**config.mk**
```make
export PLATFORM = sky130hd
export DESIGN_NAME = alu_dadd_seq_flat
export DESIGN_NICKNAME = d
export VERILOG_FILES = /design/src/rtl/alu_pkg.sv /design/src/rtl/alu_dadd_seq_if.sv /design/src/rtl/bcd_digit_add.sv /design/src/rtl/alu_dadd_seq.sv /design/src/flat_wrapper.sv
export SDC_FILE = /design/constraint.sdc
export NUM_CORES = 1
export LEC_CHECK = 0
export ABC_AREA = 1
export ABC_CLOCK_PERIOD_IN_PS = 3200
export CORE_AREA = 2 2 97 90
export CTS_CLUSTER_SIZE = 20
export DETAILED_ROUTE_END_ITERATION = 10
export DIE_AREA = 0 0 99 92
export PLACE_DENSITY_LB_ADDON = 0.15
export SYNTH_ARGS = -nofsm -noshare
export SYNTH_HDL_FRONTEND = slang
export SYNTH_SLANG_ARGS = --single-unit
```
**constraint.sdc**
```tcl
create_clock -name clk -period 3.2 [get_ports clk]
set_clock_uncertainty 0.1 [all_clocks]
set_input_delay 0.32 -clock clk [delete_from_list [all_inputs] [get_ports clk]]
set_output_delay 0.32 -clock clk [all_outputs]
set_load 0.005 [all_outputs]
```
**src/rtl/alu_pkg.sv**
```systemverilog
// Shared definitions for the XM23 decimal adder slice.
// PSW bit positions, BCD digit type and adder FSM states.
package alu_pkg;

  localparam int PSW_C = 0;
  localparam int PSW_Z = 1;
  localparam int PSW_N = 2;
  localparam int PSW_V = 4;

  typedef logic [3:0] bcd_digit_t;

  typedef enum logic [1:0] {
    IDLE,
    RUN,
    DONE
  } dadd_state_t;

endpackage

```
**src/rtl/alu_dadd_seq_if.sv**
```systemverilog
// Operation/result handshake bundle for alu_dadd_seq.
// master drives operands and out_ready; slave is the adder.
interface alu_dadd_seq_if #(
  parameter int DIGITS = 4
) ();
  logic                in_valid;
  logic                in_ready;
  logic [4*DIGITS-1:0] a;
  logic [4*DIGITS-1:0] b;
  logic                carry_in;
  logic                sub;
  logic                byte_mode;
  logic                out_valid;
  logic                out_ready;
  logic [4*DIGITS-1:0] result;
  logic [15:0]         psw_out;
  logic [15:0]         psw_msk;
  logic                err;

  modport master (
    output in_valid, a, b, carry_in, sub,
    output byte_mode, out_ready,
    input  in_ready, out_valid, result,
    input  psw_out, psw_msk, err
  );

  modport slave (
    input  in_valid, a, b, carry_in, sub,
    input  byte_mode, out_ready,
    output in_ready, out_valid, result,
    output psw_out, psw_msk, err
  );
endinterface

```
**src/rtl/bcd_digit_add.sv**
```systemverilog
// Single BCD digit adder with carry and nines-complement of b.
// Complement logic exists only with ALU_DADD_SUB_EN defined.
module bcd_digit_add
  import alu_pkg::*;
(
  input  bcd_digit_t a,
  input  bcd_digit_t b,
  input  logic       sub,
  input  logic       ci,
  output bcd_digit_t sum,
  output logic       co
);

  bcd_digit_t bd;
  logic [4:0] s;

  // 5-bit binary sum, decimal-adjusted when above 9
  always_comb begin
`ifdef ALU_DADD_SUB_EN
    bd = sub ? (4'd9 - b) : b;
`else
    bd = b;
`endif
    s = {1'b0, a} + {1'b0, bd} + {4'd0, ci};
    if (s > 5'd9) begin
      sum = 4'(s + 5'd6);
      co  = 1'b1;
    end else begin
      sum = s[3:0];
      co  = 1'b0;
    end
  end

`ifndef ALU_DADD_SUB_EN
  logic unused_sub;
  assign unused_sub = sub;
`endif

endmodule

```
**src/rtl/alu_dadd_seq.sv**
```systemverilog
// Digit-serial packed-BCD add/sub, DPC digits per cycle.
// Optional subtract path: ALU_DADD_SUB_EN.
module alu_dadd_seq
  import alu_pkg::*;
#(
  parameter int DIGITS = 4,
  parameter int DPC    = 1
) (
  input logic           clk,
  input logic           rst_n,
  alu_dadd_seq_if.slave bus
);

  localparam int W  = 4 * DIGITS;
  localparam int IW = $clog2(DIGITS + 1);

  if ((DIGITS % DPC) != 0) begin : g_bad_dpc
    $error("DIGITS must be a multiple of DPC");
  end
  if ((DIGITS % 2) != 0 || DIGITS < 2) begin : g_bad_dig
    $error("DIGITS must be even and >= 2");
  end

  dadd_state_t     state_q, state_d;
  logic [IW-1:0]   idx_q, idx_d;
  logic            carry_q, carry_d;
  logic [W-1:0]    a_q, a_d;
  logic [W-1:0]    b_q, b_d;
  logic [W-1:0]    res_q, res_d;
  logic            byte_q, byte_d;
  logic            sub_q, sub_d;
  logic            err_q, err_d;
  logic [15:0]     psw_q, psw_d;

  logic            rdy;
  logic            accept;
  logic            last;
  logic            bad_in;
  logic [IW-1:0]   act;
  logic [IW-1:0]   act_in;
  logic [DPC-1:0]  en;
  logic [4*DPC-1:0] ga, gb, gs;
  logic            carry_out;

  assign rdy    = (state_q == IDLE);
  assign accept = bus.in_valid && rdy;
  assign act    = byte_q ? IW'(DIGITS / 2) : IW'(DIGITS);
  assign act_in = bus.byte_mode ? IW'(DIGITS / 2)
                                : IW'(DIGITS);
  assign last   = (int'(idx_q) + DPC) >= int'(act);

`ifdef ALU_DADD_SUB_EN
  assign sub_d = accept ? bus.sub : sub_q;
`else
  assign sub_d = 1'b0;
  logic unused_sub;
  assign unused_sub = bus.sub;
`endif

  // state register
  always_ff @(posedge clk or negedge rst_n) begin
    if (!rst_n) state_q <= IDLE;
    else        state_q <= state_d;
  end

  // next-state logic
  always_comb begin
    state_d = state_q;
    unique case (state_q)
      IDLE: if (accept)        state_d = RUN;
      RUN:  if (last)          state_d = DONE;
      DONE: if (bus.out_ready) state_d = IDLE;
      default:                 state_d = IDLE;
    endcase
  end

  // handshake outputs decoded from state
  always_comb begin
    bus.in_ready  = rdy;
    bus.out_valid = (state_q == DONE);
  end

  // select the digit group for this cycle
  always_comb begin
    en = '0;
    ga = '0;
    gb = '0;
    for (int g = 0; g < DPC; g++) begin
      if (int'(idx_q) + g < int'(act)) begin
        en[g]        = 1'b1;
        ga[g*4 +: 4] = a_q[(int'(idx_q) + g)*4 +: 4];
        gb[g*4 +: 4] = b_q[(int'(idx_q) + g)*4 +: 4];
      end
    end
  end

  for (genvar g = 0; g < DPC; g++) begin : g_dig
    logic       ci;
    logic       co;
    logic       cn;
    bcd_digit_t sum;
    if (g == 0) begin : g_first
      assign ci = carry_q;
    end else begin : g_next
      assign ci = g_dig[g-1].cn;
    end
    bcd_digit_add u_add (
      .a   (ga[g*4 +: 4]),
      .b   (gb[g*4 +: 4]),
      .sub (sub_q),
      .ci  (ci),
      .sum (sum),
      .co  (co)
    );
    assign cn = en[g] ? co : ci;
    assign gs[g*4 +: 4] = sum;
  end

  assign carry_out = g_dig[DPC-1].cn;

  // any non-BCD digit in the active range of the offer
  always_comb begin
    bad_in = 1'b0;
    for (int i = 0; i < DIGITS; i++) begin
      if (i < int'(act_in)) begin
        if (bus.a[i*4 +: 4] > 4'd9) bad_in = 1'b1;
        if (bus.b[i*4 +: 4] > 4'd9) bad_in = 1'b1;
      end
    end
  end

  // datapath: latch at accept, fold digits in RUN
  always_comb begin
    logic nz;
    a_d     = a_q;
    b_d     = b_q;
    byte_d  = byte_q;
    carry_d = carry_q;
    idx_d   = idx_q;
    res_d   = res_q;
    err_d   = err_q;
    psw_d   = psw_q;
    nz      = 1'b0;
    unique case (state_q)
      IDLE: begin
        if (accept) begin
          a_d     = bus.a;
          b_d     = bus.b;
          byte_d  = bus.byte_mode;
          carry_d = bus.carry_in;
          idx_d   = '0;
          res_d   = bus.a;
          err_d   = bad_in;
        end
      end
      RUN: begin
        for (int g = 0; g < DPC; g++) begin
          if (en[g])
            res_d[(int'(idx_q) + g)*4 +: 4] =
              gs[g*4 +: 4];
        end
        carry_d = carry_out;
        idx_d   = idx_q + IW'(DPC);
        if (last) begin
          for (int i = 0; i < DIGITS; i++) begin
            if (i < int'(act) && res_d[i*4 +: 4] != 4'd0)
              nz = 1'b1;
          end
          psw_d        = '0;
          psw_d[PSW_C] = carry_out;
          psw_d[PSW_Z] = ~nz;
        end
      end
      default: ;
    endcase
  end

  // datapath registers
  always_ff @(posedge clk or negedge rst_n) begin
    if (!rst_n) begin
      a_q     <= '0;
      b_q     <= '0;
      byte_q  <= 1'b0;
      sub_q   <= 1'b0;
      carry_q <= 1'b0;
      idx_q   <= '0;
      res_q   <= '0;
      err_q   <= 1'b0;
      psw_q   <= '0;
    end else begin
      a_q     <= a_d;
      b_q     <= b_d;
      byte_q  <= byte_d;
      sub_q   <= sub_d;
      carry_q <= carry_d;
      idx_q   <= idx_d;
      res_q   <= res_d;
      err_q   <= err_d;
      psw_q   <= psw_d;
    end
  end

  assign bus.result  = res_q;
  assign bus.psw_out = psw_q;
  assign bus.psw_msk = 16'h0003;
  assign bus.err     = err_q;

endmodule

```
**src/flat_wrapper.sv**
```systemverilog
// flat-port wrapper written by rule: the top's interface ports become plain ports
module alu_dadd_seq_flat import alu_pkg::*;
#(
  parameter int DIGITS = 4,
  parameter int DPC    = 1
)
  (clk, rst_n, bus_in_valid, bus_a, bus_b, bus_carry_in, bus_sub, bus_byte_mode, bus_out_ready, bus_in_ready, bus_out_valid, bus_result, bus_psw_out, bus_psw_msk, bus_err);
  alu_dadd_seq_if #(.DIGITS(DIGITS)) bus_i ();
  input logic clk;
  input logic rst_n;
  input wire logic [$bits(bus_i.in_valid)-1:0] bus_in_valid;
  input wire logic [$bits(bus_i.a)-1:0] bus_a;
  input wire logic [$bits(bus_i.b)-1:0] bus_b;
  input wire logic [$bits(bus_i.carry_in)-1:0] bus_carry_in;
  input wire logic [$bits(bus_i.sub)-1:0] bus_sub;
  input wire logic [$bits(bus_i.byte_mode)-1:0] bus_byte_mode;
  input wire logic [$bits(bus_i.out_ready)-1:0] bus_out_ready;
  output wire logic [$bits(bus_i.in_ready)-1:0] bus_in_ready;
  output wire logic [$bits(bus_i.out_valid)-1:0] bus_out_valid;
  output wire logic [$bits(bus_i.result)-1:0] bus_result;
  output wire logic [$bits(bus_i.psw_out)-1:0] bus_psw_out;
  output wire logic [$bits(bus_i.psw_msk)-1:0] bus_psw_msk;
  output wire logic [$bits(bus_i.err)-1:0] bus_err;
  assign bus_i.in_valid = bus_in_valid;
  assign bus_i.a = bus_a;
  assign bus_i.b = bus_b;
  assign bus_i.carry_in = bus_carry_in;
  assign bus_i.sub = bus_sub;
  assign bus_i.byte_mode = bus_byte_mode;
  assign bus_i.out_ready = bus_out_ready;
  assign bus_in_ready = bus_i.in_ready;
  assign bus_out_valid = bus_i.out_valid;
  assign bus_result = bus_i.result;
  assign bus_psw_out = bus_i.psw_out;
  assign bus_psw_msk = bus_i.psw_msk;
  assign bus_err = bus_i.err;
  alu_dadd_seq #(.DIGITS(DIGITS), .DPC(DPC)) u_core (.clk(clk), .rst_n(rst_n), .bus(bus_i));
endmodule
```
==> results.toml, run 1 <==
[place]
place_hpwl_um = 7291
dpl_cell_area_mm2 = 0.004382
pre_cts_ws_ns = -0.2246
place_congestion = 0.8486
portBuffers = 58

[global_routing]
grt-ovfl-total = 0
top_usage_layer = "met2"
globalRouteMet3Util_pct = 4.192
grt_pass1_vias = 3189
grt_pass1_wl_um = 15940
grt.total_usage_pct = 22.34
use_met1_pct = 31.64
antenna_found_initial = 0
grt_use_met2_pct = 35.02
grt_max_degree = 53

[floorplan]
die_area_mm2 = 0.009108
ios = 90
core_mm2 = 0.008208
die_x_um = 99
start_util_pct = 43.45
die_h_um = 92
rows = 32

[route]
drtIter0Drc = 169
first_pass_iters = 5
vias = 3375
drcViolationCount = 0
routedWlPerCell_um = 14.76
ant_nets = 0
avgViaCountPerCell = 5.030
wirelength_um = 9906

[clock_tree]
clockBufferDepth = 2
htree_levels = 3
cts_tree = "yes"
clk_latency_ns = 0.34
clk_pin_slew_ns = 0.07
cts-root-buf = "clkbuf_8"
cts_made_buffers = 9
clock_sinks = 58

[synthesis]
synth.distinct_cells = 40
ys_seq_elements = 58
synth_top_area_share_pct = 40.70
ys_top_cells_by_area = "dfrtp_1 41%, nand2_1 15%, buf_4 6.3%"
synth_cells = 471
synth_top_area_cell = "dfrtp_1"
synth_area_mm2 = 0.003566
synth_warnings = 0
ys_seq_area_share_pct = 40.70
synth.avg_cell_area_um2 = 7.571

[worst_setup_path]
crit_path_start_kind = "register"
crit_fanout = 4
required_ns = 3.33
crit_arrival_ns = 3.61
setup.worst_path.end_class = "register"
crit_slowest_cell = "fa_2"
critPathMaxStageDelay_ns = 0.42
crit_top_cell = "nand2_4"
critPathKind = "reg2reg"
path_cells = "ha_4 -> nand2_4 -> nand2_4 -> inv_4 -> nand2_4 -> a21oi_4 -> fa_2 -> fa_2 -> inv_2 -> nand2_1 -> nand2_2 -> ha_4 -> nand2_1 -> a21boi_2 -> nand2_2 -> nand2_4 -> buf_4 -> buf_4 -> buf_4 -> nand2_2 -> o21ai_2 -> mux2_2"

[timing]
slew_headroom_pct = 50.82
setup_tns_ns = -2.465
tightest_slew_ns = 0.7378
drv_slew = 0
min_period_over_period_pct = 108.9
setup_ws_ns = -0.2841
rsz0062_at_grt = "true"
setup_viol = 15
finalHoldViolations = 0
fmax_ghz = 0.2870
min_period_ns = 3.484

[layout]
drive_gt1_share_pct = 21.62
final_cell_mix = "133 x nand2_1, 57 x clkdlybuf4s50_1, 56 x dfrtp_1"
diodes = 0
syn_to_final_growth_pct = 33.96
final_common_cell = "nand2_1"
post-route-cell-area_mm2 = 0.004777
fin_nets = 616
fin_util_pct = 58.20
nFillCells = 780

[outcome]
status = "finished with violations"
violations = "negative setup slack"

[run]
maxCapViolations = 0

[min_path]
hold_path.class = "reg2reg"
## registers in the layout, summed over array words and instances (netlist names)
signal	cells
u_core.idx_q	3
u_core.bus.psw_out	2
u_core.carry_q	1
u_core.bus.err	1
u_core.state_q	2
u_core.a_q	16
u_core.bus.result	16
u_core.b_q	16
u_core.byte_q	1
## stage by stage
step	hold slack [ns]	instances
floorplan	-0.07559	499
global placement	0.3220	646
global route	0.4132	671
detailed placement	0.3218	646
finish	0.3777	671
CTS	0.3821	667
## cell families (layout without fill, tap and decap cells)
family / Yosys count / after routing / share of synthesized area, %
xor+xnor: 2 / 2 / 0.4913
buf+inv: 87 / 157 / 13.16
mux: 1 / 1 / 0.3158
other cells: 2 / 30 / 0.2106
flops: 58 / 58 / 40.70
simple gates: 222 / 222 / 26.25
fa+ha+maj: 12 / 12 / 4.632
compound gates: 87 / 87 / 14.25
## what timing repair did
action | in CTS | in global routing
pin swaps | 2 | 6
hold endpoints to repair | 30 | 0
buffers inserted | 5 | 6
resized for setup | 25 | 20
hold buffers | 1 | 0
endpoints found under the setup margin | 13 | 15
## synthesized netlist by cell type
cell type	number
a22oi_1	1
inv_8	1
inv_1	34
o21ai_1	3
nand3_2	1
buf_2	3
a21oi_1	18
o22ai_1	2
o21ai_2	1
clkinv_2	1
xor2_1	2
mux2_2	1
clkinv_1	1
buf_6	2
a21oi_2	1
nand2_1	146
o31ai_1	1
nand2_4	3
dfrtp_1	58
ha_1	10
conb_1	2
nor2_4	1
inv_4	1
nand4_2	2
nor2_1	41
nand4_1	3
buf_1	1
o221ai_1	9
nand3_1	17
o31ai_2	1
fa_1	2
o21ai_0	45
nand2_2	3
or2_2	2
a21boi_2	1
clkbuf_1	10
o211ai_1	4
buf_4	30
inv_2	3
nor2_2	3
## cell type report
cell class	count	area (um^2)	area share (%)
Multi-Input combinational cell	354	1958	40.99
Clock inverter	3	17.52	0.3667
Tap cell	102	127.6	2.672
Timing Repair Buffer	101	917.1	19.20
Clock buffer	12	135.1	2.829
Inverter	41	167.7	3.510
Sequential cell	58	1454	30.43
## final timing paths
check / from / end / slack [ns] / cells past startpoint
worst min-delay path: u_core.b_q[13]$_DFFE_PN0P_ / u_core.b_q[13]$_DFFE_PN0P_ / 0.38 / 2
worst max-delay path: u_core.idx_q[2]$_DFFE_PN0P_ / u_core.bus.psw_out[0]$_DFFE_PN0P_ / -0.28 / 22
min in group asynchronous: rst_n / u_core.b_q[6]$_DFFE_PN0P_ / 0.48 / 2
worst min register to register: u_core.b_q[13]$_DFFE_PN0P_ / u_core.b_q[13]$_DFFE_PN0P_ / 0.38 / 2
worst max register to register: u_core.idx_q[2]$_DFFE_PN0P_ / u_core.bus.psw_out[0]$_DFFE_PN0P_ / -0.28 / 22
max in group asynchronous: rst_n / u_core.bus.result[12]$_DFFE_PN0P_ / 1.90 / 3
## layer usage
| layer | part of all wire [%] | vias to the layer above |
|---|---|---|
| li1 | - | 1648 |
| met1 | 46 | 1595 |
| met2 | 48 | 124 |
| met3 | 5.6 | 8 |
| met4 | 1.1 | 0 |
| met5 | 0 | - |
## critical path, delay by kind of cell, from the launching register on
| kind | cells | cell delay, ns |
|---|---|---|
| AOI/OAI and AO/OA | 3 | 0.25 |
| adders and majority gates | 4 | 1.22 |
| buffers and inverters | 5 | 0.48 |
| DFF | 1 | 0.41 |
| muxes | 1 | 0.25 |
| and+or+nand+nor | 9 | 0.66 |
Power of run 1 is not shown: default switching activity piles up to over one toggle a cycle in this logic, so the estimate is an artifact.
==> run 2: changes to the inputs <==
--- a/config.mk
+++ b/config.mk
@@ -12,6 +12,7 @@
 export DETAILED_ROUTE_END_ITERATION = 10
 export DIE_AREA = 0 0 99 92
 export PLACE_DENSITY_LB_ADDON = 0.15
+export SKIP_LAST_GASP = 1
 export SYNTH_ARGS = -nofsm -noshare
 export SYNTH_HDL_FRONTEND = slang
 export SYNTH_SLANG_ARGS = --single-unit
==> results.toml, run 2 (synthesis gave the netlist of run 1 again) <==
[place]
place_hpwl_um = 7291
place_congestion = 0.8486
pre_cts_ws_ns = -0.2246
portBuffers = 58

[layout]
diodes = 0
fin_util_pct = 58.34
multi_input_area_mm2 = 0.001954
final_cell_mix = "132 x nand2_1, 57 x clkdlybuf4s50_1, 56 x dfrtp_1"
final_common_cell = "nand2_1"
fin_nets = 618
syn_to_final_growth_pct = 34.28
nFillCells = 770
ff_latch_area_mm2 = 0.001454
drive_gt1_share_pct = 21.89

[floorplan]
rows = 32
core_mm2 = 0.008208
die_h_um = 92
start_util_pct = 43.45
ios = 90
die_area_mm2 = 0.009108
die_x_um = 99

[min_path]
min-delay-start = "u_core.a_q[7]$_DFFE_PN0P_"
min_path_cells = 2
hold_end = "u_core.a_q[7]$_DFFE_PN0P_"
hold_path.class = "reg2reg"

[clock_tree]
htree_levels = 3
clk_pin_slew_ns = 0.07
clockBufferDepth = 2
clk_latency_ns = 0.35
cts_tree = "yes"
clock_sinks = 58
cts-root-buf = "clkbuf_8"
cts_made_buffers = 9

[timing]
slew_headroom_pct = 50.20
drv_slew = 0
min_period_ns = 3.465
whs_ns = 0.3795
tightest_slew_ns = 0.7471
setup_viol = 15
fmax_ghz = 0.2886
min_period_over_period_pct = 108.3
setup_ws_ns = -0.2648
rsz0062_at_grt = "true"
finalHoldViolations = 0

[route]
drcViolationCount = 0
wirelength_um = 9975
ant_nets = 0
first_pass_iters = 7
avgViaCountPerCell = 5.074
vias = 3415
routedWlPerCell_um = 14.82
drtIter0Drc = 154

[global_routing]
grt-ovfl-total = 0
grt_max_degree = 53
grt_pass1_wl_um = 15930
grt_pass1_vias = 3186
antenna_found_initial = 0
grt.total_usage_pct = 22.30

[worst_setup_path]
r2r_slack_ns = -0.26
critPathKind = "reg2reg"
crit_arrival_ns = 3.59
r2r_start = "u_core.idx_q[2]$_DFFE_PN0P_"
crit_path_start_kind = "register"
r2r-end = "u_core.bus.psw_out[0]$_DFFE_PN0P_"
setup.worst_path.end_class = "register"
crit_fanout = 4
ff2ff_path_depth = 22
required_ns = 3.33

[outcome]
violations = "negative setup slack"
status = "finished with violations"

[run]
maxCapViolations = 0
run 2: cell count changes in the layout (fill, tap and decap cells not counted):
cell	before	now
xor2_1	1	2
nand3_2	9	8
nand2_2	9	10
nand2_1	133	132
o221ai_1	8	7
xor2_2	1	0
o221ai_2	1	2
nand3_1	9	10
buf_4	40	42
run 2: per-stage QoR:
step | instance area [um^2] | setup TNS [ns] | std cells
floorplan | 3741 | -0.2281 | 499
global placement | 4382 | -0.5874 | 646
detailed placement | 4382 | -1.264 | 646
CTS | 4659 | -1.206 | 667
global route | 4788 | -4.242 | 673
finish | 4788 | -2.357 | 673
run 2: routing by layer:
metal,vias up,share of wire [%],GRT usage (%)
li1,1656,-,-
met1,1639,47,31.83
met2,102,47,34.91
met3,18,4.3,3.887
met4,0,2.0,6.393
met5,-,0,0
run 2: worst max-delay path by stage:
stage | from | cells after the start | end
after floorplan | u_core.idx_q[0]$_DFFE_PN0P_ | 25 | u_core.bus.psw_out[1]$_DFFE_PN0P_
after global placement | u_core.byte_q$_DFFE_PN0P_ | 24 | u_core.bus.psw_out[1]$_DFFE_PN0P_
after detailed placement | u_core.idx_q[2]$_DFFE_PN0P_ | 24 | u_core.bus.psw_out[1]$_DFFE_PN0P_
after CTS | u_core.idx_q[2]$_DFFE_PN0P_ | 24 | u_core.bus.psw_out[1]$_DFFE_PN0P_
after global routing | u_core.idx_q[2]$_DFFE_PN0P_ | 24 | u_core.bus.psw_out[1]$_DFFE_PN0P_
final | u_core.idx_q[2]$_DFFE_PN0P_ | 22 | u_core.bus.psw_out[0]$_DFFE_PN0P_
run 2: cell type report:
class                      instances  area share [%]
inverter                          41           3.501
timing repair buffer             103           19.47
clock inverter                     3          0.3658
tap                              102           2.665
clock buffer                      12           2.822
sequential                        58           30.36
multi-input combinational        354           40.82
run 2: worst max-delay path: stages, from the launching register on:
cell and delay [ns]:
dfrtp_1 0.41, ha_4 0.28, nand2_4 0.05, nand2_4 0.07, inv_4 0.04, nand2_4 0.07, a21oi_4 0.04, fa_2 0.42
fa_2 0.38, inv_2 0.05, nand2_1 0.05, nand2_2 0.09, ha_4 0.14, nand2_1 0.04, a21boi_2 0.15, nand2_2 0.11
nand2_4 0.09, buf_4 0.14, buf_4 0.12, buf_4 0.13, nand2_2 0.05, o21ai_2 0.06, mux2_2 0.25
run 2: repair_timing:
action,4_1_cts,5_1_grt
hold endpoints to repair,30,0
setup endpoints to repair,13,15
pin swaps,2,1
resized for setup,23,22
buffers inserted,5,7
hold buffers,1,0
Power of run 2 is left out for the same reason.
